**src/rtl/fifo_rd_packetizer.sv**
```systemverilog
// Purpose: pops the dual-clock FIFO read port and emits fixed-length packets on a valid/ready stream.
// Latency: FIFO non-empty to m_valid is 1 rclk cycle; 1 word/cycle sustained.
// Backpressure: 2-entry skid buffer; fifo_rinc depends only on registered state, never on m_ready.
//
// Ports:
//   rclk, rrst              clock and synchronous active-high reset
//   en                      run request; a stop takes effect only at a packet boundary
//   fifo_rdata, fifo_rempty FIFO head word and empty flag
//   fifo_rinc               FIFO pop strobe
//   m_valid/m_ready/m_data  output stream; m_last marks beat PKT_LEN-1
//   busy                    FSM not idle
//   stat_words, stat_starve statistics, present only when FIFO_STATS_EN is defined (else 0)
module fifo_rd_packetizer #(
  parameter int DSIZE   = 16,
  parameter int PKT_LEN = 8,
  parameter int CW      = 8
) (
  input  logic             rclk,
  input  logic             rrst,
  input  logic             en,
  input  logic [DSIZE-1:0] fifo_rdata,
  input  logic             fifo_rempty,
  output logic             fifo_rinc,
  output logic             m_valid,
  input  logic             m_ready,
  output logic [DSIZE-1:0] m_data,
  output logic             m_last,
  output logic             busy,
  output logic [31:0]      stat_words,
  output logic [15:0]      stat_starve
);

  typedef enum logic [1:0] {IDLE, RUN, FINISH, DRAIN} state_t;

  localparam logic [CW-1:0] LAST = CW'(PKT_LEN - 1);

  state_t           state, state_nxt;
  logic [DSIZE-1:0] buf0, buf1;   // buf0 is the head entry
  logic [1:0]       cnt;
  logic [CW-1:0]    fetch_cnt, fetch_cnt_nxt, beat_cnt;
  logic             fetching, push, pop;

  assign fetching  = (state == RUN) || (state == FINISH);
  // Only registered state and the FIFO flag: the skid buffer absorbs m_ready.
  assign fifo_rinc = fetching & ~fifo_rempty & (cnt != 2'd2);
  assign push      = fifo_rinc;
  assign m_valid   = (cnt != 2'd0);
  assign pop       = m_valid & m_ready;
  assign m_data    = buf0;
  assign m_last    = m_valid & (beat_cnt == LAST);
  assign busy      = (state != IDLE);

  assign fetch_cnt_nxt = !push ? fetch_cnt :
                         (fetch_cnt == LAST) ? '0 : fetch_cnt + CW'(1);

  always_comb begin
    state_nxt = state;
    case (state)
      IDLE:    if (en) state_nxt = RUN;
      // Stop lands on DRAIN directly if this edge completes the packet's fetches.
      RUN:     if (!en) state_nxt = (fetch_cnt_nxt == '0) ? DRAIN : FINISH;
      FINISH:  if (fetch_cnt_nxt == '0) state_nxt = DRAIN;
      DRAIN: begin
        if (en)                         state_nxt = RUN;
        else if (cnt == 2'd0 && !push)  state_nxt = IDLE;
      end
      default: state_nxt = IDLE;
    endcase
  end

  always_ff @(posedge rclk) begin
    if (rrst) begin
      state     <= IDLE;
      cnt       <= 2'd0;
      buf0      <= '0;
      buf1      <= '0;
      fetch_cnt <= '0;
      beat_cnt  <= '0;
    end else begin
      state     <= state_nxt;
      fetch_cnt <= fetch_cnt_nxt;
      if (pop) beat_cnt <= (beat_cnt == LAST) ? '0 : beat_cnt + CW'(1);
      case ({push, pop})
        2'b10: begin
          if (cnt == 2'd0) buf0 <= fifo_rdata;
          else             buf1 <= fifo_rdata;
          cnt <= cnt + 2'd1;
        end
        2'b01: begin
          buf0 <= buf1;
          cnt  <= cnt - 2'd1;
        end
        // push requires cnt!=2 and pop requires cnt!=0, so cnt==1 here.
        2'b11:   buf0 <= fifo_rdata;
        default: ;
      endcase
    end
  end

`ifdef FIFO_STATS_EN
  logic [31:0] words_q;
  logic [15:0] starve_q;

  always_ff @(posedge rclk) begin
    if (rrst) begin
      words_q  <= '0;
      starve_q <= '0;
    end else begin
      if (pop) words_q <= words_q + 32'd1;
      if (fetching && fifo_rempty && cnt == 2'd0 && starve_q != 16'hFFFF)
        starve_q <= starve_q + 16'd1;
    end
  end

  assign stat_words  = words_q;
  assign stat_starve = starve_q;
`else
  assign stat_words  = '0;
  assign stat_starve = '0;
`endif

endmodule
```
**config.mk**
```make
export PLATFORM = sky130hd
export DESIGN_NAME = fifo_rd_packetizer
export DESIGN_NICKNAME = d
export VERILOG_FILES = /design/src/rtl/fifo_rd_packetizer.sv
export SDC_FILE = /design/constraint.sdc
export NUM_CORES = 1
export LEC_CHECK = 0
export BUFFER_PORTS_ARGS = -buffer_cell sky130_fd_sc_hd__buf_2
export CORE_MARGIN = 2
export CORE_UTILIZATION = 45
export DETAILED_ROUTE_END_ITERATION = 8
export GPL_TIMING_DRIVEN = 0
export PLACE_DENSITY_LB_ADDON = 0.08
export SYNTH_ARGS = -nofsm -noshare
export SYNTH_HDL_FRONTEND = slang
export SYNTH_SLANG_ARGS = --single-unit
```
**constraint.sdc**
```tcl
create_clock -name rclk -period 3.2 [get_ports rclk]
set_input_delay 0.48 -clock rclk [delete_from_list [all_inputs] [get_ports rclk]]
set_output_delay 0.48 -clock rclk [all_outputs]
set_load 0.03 [all_outputs]
```
Word-level counts from Yosys, hierarchy flattened

Cells that the tools add are included.

Flip-flop bits (word level): 52
Input port bits: 21
Output and inout bits: 68
Logic and storage cells: 56

$add $sub $neg: 4
Eq/ne operators: 14
Muxes and demuxes: 13
Bitwise operators: 6
Reductions and logical operators: 13

Operators by type and width:

| cell                | count |
|---|---|
| $pmux 16 s3         | 1 |
| $mux 8              | 3 |
| $add 8x1->8 const B | 2 |
| $eq 8x3->1 const B  | 2 |
| $mux 16             | 1 |
| $mux 2              | 5 |
| $eq 2x2->1 const B  | 4 |
| $logic_not 8->1     | 1 |
| $ne 2x2->1 const B  | 4 |
| $pmux 2 s4          | 1 |
| $reduce_bool 2->1   | 3 |
| $and 1x1->1         | 4 |
| $eq 2x1->1 const B  | 2 |
| $logic_not 2->1     | 2 |
| $pmux 2 s2          | 1 |
| $reduce_and 2->1    | 2 |
| $reduce_and 4->1    | 1 |
| $ne 3x3->1 const B  | 1 |
| $reduce_bool 3->1   | 1 |
| $add 2x1->2 const B | 1 |
| $ne 2x1->1 const B  | 1 |
| $not 1->1           | 2 |
| $sub 2x1->2 const B | 1 |
| $logic_and 1x1->1   | 1 |
| 3 further kinds     | 3 |

Longest topological paths before layout

Word-level depth: 9
Depth in mapped cells: 10
Gate-level depth less buffers: 9

Least setup slack after synthesis

No wires, ideal clock.

Path kind: register -> register
From: reg state[0]
To: reg buf0[10], in the netlist m_data[10]
Library setup time: 0.086 ns
Arrival time: 2.777 ns
Data required time: 3.114 ns
Path slack: 0.338 ns
Cell stages (with the launch flop): 11
Path buffers: 2
Period minus slack after synthesis: 2.862 ns
Cells stage by stage: dfxtp_1 -> inv_1 -> ha_1 -> nand2b_1 -> nor2_1 -> inv_2 -> ha_1 -> clkbuf_1 -> buf_1 -> mux2i_1 -> a211oi_1

Word-level cells in the longest chain between the ends: 7
Elaborated cells between the ends (all ways): 12
Classes of those cells: eq/ne (6); mux (1); bitwise (2); reduce/logical (3)

RTL lines:

| element                                                          | line | source |
|---|---|---|
| from (decl)                                                      | 37   | `state_t state, state_nxt;` |
| from (signal assigned)                                           | 80   | `state <= state_nxt;` |
| $eq 2x1->1 / $eq 2x2->1 (equally long branches)                  | 43   | `assign fetching = (state == RUN) \|\| (state == FINISH);` |
| $logic_or 1x1->1 *                                               | 43   |  |
| $and 1x1->1 * (2 in a row)                                       | 45   | `assign fifo_rinc = fetching & ~fifo_rempty & (cnt != 2'd2);` |
| net fifo_rinc                                                    | 23   | `output logic fifo_rinc,` |
| $eq 2x2->1 / $eq 2x1->1 (equally long branches)                  | 83   | `case ({push, pop})` |
| $ne 2x2->1 (no line) / $reduce_bool 3->1 (equally long branches) | n/a  |  |
| $reduce_and 2->1 (no line)                                       | n/a  |  |
| to (signal assigned)                                             | 85   | `if (cnt == 2'd0) buf0 <= fifo_rdata;` |
| to (signal assigned)                                             | 90   | `buf0 <= buf1;` |
| to (signal assigned)                                             | 94   | `2'b11: buf0 <= fifo_rdata;` |
| to (decl)                                                        | 38   | `logic [DSIZE-1:0] buf0, buf1;` |

The timed path passes the listed nets; every way through them passes the cells marked *.
A chain may end at the register's enable or synchronous reset.

Worst setup path in the final report

From: reg state[0]
To: reg buf0[12], in the netlist m_data[12]

Word-level cells in the longest chain between the ends: 7
Elaborated cells between the ends (all ways): 12
Classes of those cells: eq/ne (6); mux (1); bitwise (2); reduce/logical (3)

RTL lines:

| element                                                          | line |
|---|---|
| $eq 2x1->1 / $eq 2x2->1 (equally long branches)                  | 43 |
| $logic_or 1x1->1 *                                               | 43 |
| $and 1x1->1 * (2 in a row)                                       | 45 |
| $eq 2x2->1 / $eq 2x1->1 (equally long branches)                  | 83 |
| $ne 2x2->1 (no line) / $reduce_bool 3->1 (equally long branches) | n/a |
| $reduce_and 2->1 (no line)                                       | n/a |

Every way passes the cells marked *; elsewhere a longest branch is shown, timed or not.

==> results.md <==
Global routing
* **overall track demand over capacity in global routing** 0.165
* **via count of the first global-routing pass** 2072
* **pin count of the biggest net entering global routing** 16
* **number of antenna violations at the first check in global routing** 0
* **global-route wire length before repair** 9650 um
* **Overflow after GRT** 0

Synthesis
* **post-synthesis adder-cell area fraction** 0.0394
* **top_reg_cell synth** sky130_fd_sc_hd__dfxtp_1
* **Yosys reg bits** 52
* **xor and xnor fraction of the mapped netlist area** 0.0429
* **Post-synth EDFFs** 0
* **Synth cell types** 42
* **Yosys warning count** 0
* **most instantiated cells after synthesis** sky130_fd_sc_hd__dfxtp_1 (52), sky130_fd_sc_hd__nand2_1 (49), sky130_fd_sc_hd__buf_4 (48)
* **most area-hungry cell type in the Yosys netlist** sky130_fd_sc_hd__dfxtp_1
* **share of the synthesized area in the top cell type** 0.364
* **most frequently used cell type in the post-synthesis netlist** sky130_fd_sc_hd__dfxtp_1
* **proportion of synthesized area in mux cells** 0.0595
* **cell area after synthesis** 2860 um^2
* **most area-consuming cells after synthesis** sky130_fd_sc_hd__dfxtp_1 (36%), sky130_fd_sc_hd__buf_4 (13%), sky130_fd_sc_hd__nand2_1 (6.4%), sky130_fd_sc_hd__mux2i_1 (5.9%), sky130_fd_sc_hd__a211oi_1 (5.2%)
* **portion of the post-synthesis area used by sequential elements** 0.364
* **Synth async-reset ratio** 0
* **synthesized area per cell** 8.31 um^2
* **synthesized-area fraction occupied by and/or/nand/nor cells** 0.185
* **combinational family with the most area after synthesis** simple AND/OR/NAND/NOR gates
* **complex-gate fraction of the synthesized area** 0.148
* **Synth Instances** 344

Power
* **peak ir drop on the vdd network** 0.439 mV
* **Switching Fraction** 0.451
* **Reg power frac** 0.349
* **PnR Total Power** 2560 uW
* **clock network fraction of design power** 0.150
* **LEAKAGE** 0.00154 uW
* **net switching power of the design** 1150 uW
* **internal power contribution** 1410 uW
* **power density relative to cell area** 748 nW/um^2
* **fraction of power consumed by combinational cells** 0.501

Timing
* **final number of max-transition violations** 0
* **setup skew after layout** 0.00477 ns
* **Hold Vio Cnt, Final** 0
* **peak clock frequency supported by timing** 346 MHz
* **relative max-transition margin** 0.604
* **RSZ-0062 raised after global routing** false
* **Hold Slack** 0.419 ns
* **final period utilization** 0.904
* **Min Clock Period, post-route** 2.89 ns
* **slew at the pin closest to its max-slew limit** 0.594 ns
* **setup violators final** 0

Setup path
* **worst stage delay on the critical path** 0.45 ns
* **category of cells accounting for the largest share of critical-path delay** buffers and inverters
* **cell repeated most along the worst path** sky130_fd_sc_hd__ha_1
* **depth of the worst register-to-register path** 10
* **register-to-register setup slack** 0.31 ns
* **class of the most critical setup path** flip-flop to flip-flop
* **WP data required** 3.41 ns
* **cell with the biggest individual delay on the critical path** sky130_fd_sc_hd__clkbuf_1
* **startpoint class of the critical path** flip-flop
* **Buf+Inv Stages, Crit Path** 4
* **arrival time of data at the critical path endpoint** 3.11 ns
* **cells along the critical path** inv_1 -> ha_1 -> nand2b_1 -> nor2_2 -> inv_2 -> ha_1 -> clkbuf_1 -> buf_2 -> mux2i_1 -> a211oi_1
* **Stages on worst setup path** 10
* **Critical Path End Type** flip-flop
* **maximum fanout along the worst path** 10

Floorplan
* **number of I/O pins** 89
* **Initial Utilization** 0.458
* **die height** 83.7 um
* **Row Count** 29
* **horizontal die dimension** 83.7 um
* **area of the core region** 6240 um^2
* **overall die area** 7010 um^2

Cells and area
* **Layout fillers** 658
* **layout overhead on the synthesized area** 19.7%
* **share of cells above drive strength 1** 0.249
* **final cell count without fillers** 515
* **post-route cell area** 3420 um^2
* **layout net count** 467
* **diodes inserted** 0
* **share of the core filled with cells** 0.549

Route
* **total DRC errors in the routed layout** 0
* **uppermost routed layer** met4
* **number of DRC markers after the initial detailed-route iteration** 89
* **WL met3** 345 um
* **routed wire length** 5800 um
* **Antenna Violating Nets Remaining** 0
* **DRT met1 WL** 2670 um
* **vias after detailed routing** 2333
* **vias per inst** 4.53
* **Pre-antenna DRT Iters** 4
* **average wire per standard cell** 11.3 um
* **met2 WL post-DR** 2730 um

Min path
* **Tightest Hold Check Type** input pin to flip-flop
* **worst hold stages** 3

Job
* **Max Cap Viol** 0

Placed design
* **global placement routability congestion** 0.851
* **post-place instance area** 3330 um^2
* **HPWL reported at the end of detailed placement** 4320 um
* **number of buffers added on ports** 39
* **cell count after placement** 507

Clock network
* **root buffer cell** sky130_fd_sc_hd__clkbuf_8
* **Setup Buffers After CTS** 0
* **H-tree depth** 2
* **insertion delay to the later sink of the worst-skew pair** 0.30 ns
* **TritonCTS clock tree** built
* **clock buffers created by TritonCTS** 5
* **number of buffers added to fix hold violations after cts** 0
* **Longest Clk Path Bufs** 2
* **clock sink count** 52
* **clock transition time at the flip-flop clock pins of the worst setup and hold paths** 0.09 ns

Status
* **result of the run** completed

routing by layer:
layer	track usage	vias to the layer above
li1	-	1244
met1	0.218	1028
met2	0.275	57
met3	0.0386	4
met4	0.0396	0
met5	0	-
cell usage in the layout, fill, tap and decap left out, drive strengths merged, types with 2 or more instances in the layout:
| cell | n |
|---|---|
| ha | 9 |
| or4 | 2 |
| dfxtp | 52 |
| nor2b | 3 |
| a211oi | 20 |
| clkbuf | 19 |
| xnor2 | 5 |
| nor3 | 5 |
| nand2 | 49 |
| nand2b | 2 |
| and3 | 3 |
| o21ai | 6 |
| a21oi | 24 |
| o221a | 2 |
| nand3 | 8 |
| xor2 | 9 |
| inv | 8 |
| mux2i | 17 |
| clkinv | 2 |
| or3 | 4 |
| nor2 | 38 |
| conb | 48 |
| buf | 90 |
per-stage QoR:
| stage | setup TNS, ns | setup WS [ns] |
|---|---|---|
| 6_report | 0 | 0.307 |
| 3_5_place_dp | -0.249 | -0.0548 |
| 2_1_floorplan | 0 | 0.338 |
| 3_3_place_gp | 0 | 0.0106 |
| 4_1_cts | 0 | 0.185 |
| 5_1_grt | 0 | 0.0562 |
worst reg2reg max path, delay by kind of cell (launching register included):
kind,cells,cell delay (ns)
AOI/OAI and AO/OA,1,0.25
adders and majority gates,2,0.49
buffers and inverters,4,1.09
DFF,1,0.40
muxes,1,0.12
and+or+nand+nor,2,0.45
timing repair:
action / 4_1_cts / 5_1_grt
hold endpoints to repair: 0 / 0
gates resized for setup: 1 / 1
setup endpoints to repair: 10 / 19
cell families after synthesis:
group,Yosys count
buffers and inverters,72
DFF,52
other,1
AOI/OAI and AO/OA,60
and+or+nand+nor,119
xor gates and xnor gates,14
muxes,17
adders and majority gates,9
final cells by class:
| type | instances | area (um^2) | area share |
|---|---|---|---|
| multi-input cells | 267 | 1540 | 0.449 |
| plain buffers | 64 | 430 | 0.126 |
| clock inverters | 2 | 10.0 | 0.00292 |
| clock buffers | 6 | 82.6 | 0.0241 |
| flip-flops and latches | 52 | 1040 | 0.304 |
| inverters | 8 | 30.0 | 0.00877 |
| well taps | 77 | 96.3 | 0.0281 |
| repair buffers | 39 | 195 | 0.0570 |
power groups by stage:
stage               logic [uW]  clock network, uW  registers [uW]
floorplan                  784                  0            1100
global placement          1270                  0             903
detailed placement        1290                  0             909
CTS                       1300                393             897
global route              1420                420             915
finish                    1280                383             894
worst paths after layout:
path,startpoint,endpoint
setup / recovery,state[0],m_data[12]
hold / removal,fifo_rdata[12],buf1[12]
setup reg to reg,state[0],m_data[12]
hold reg to reg,buf1[2],buf1[2]
sequential cells by signal, summed over array words and instances, names as in the netlist:
name	flops
fetch_cnt	8
cnt	2
m_data	16
state	2
beat_cnt	8
buf1	16
Power figures use the tool's default switching activity.
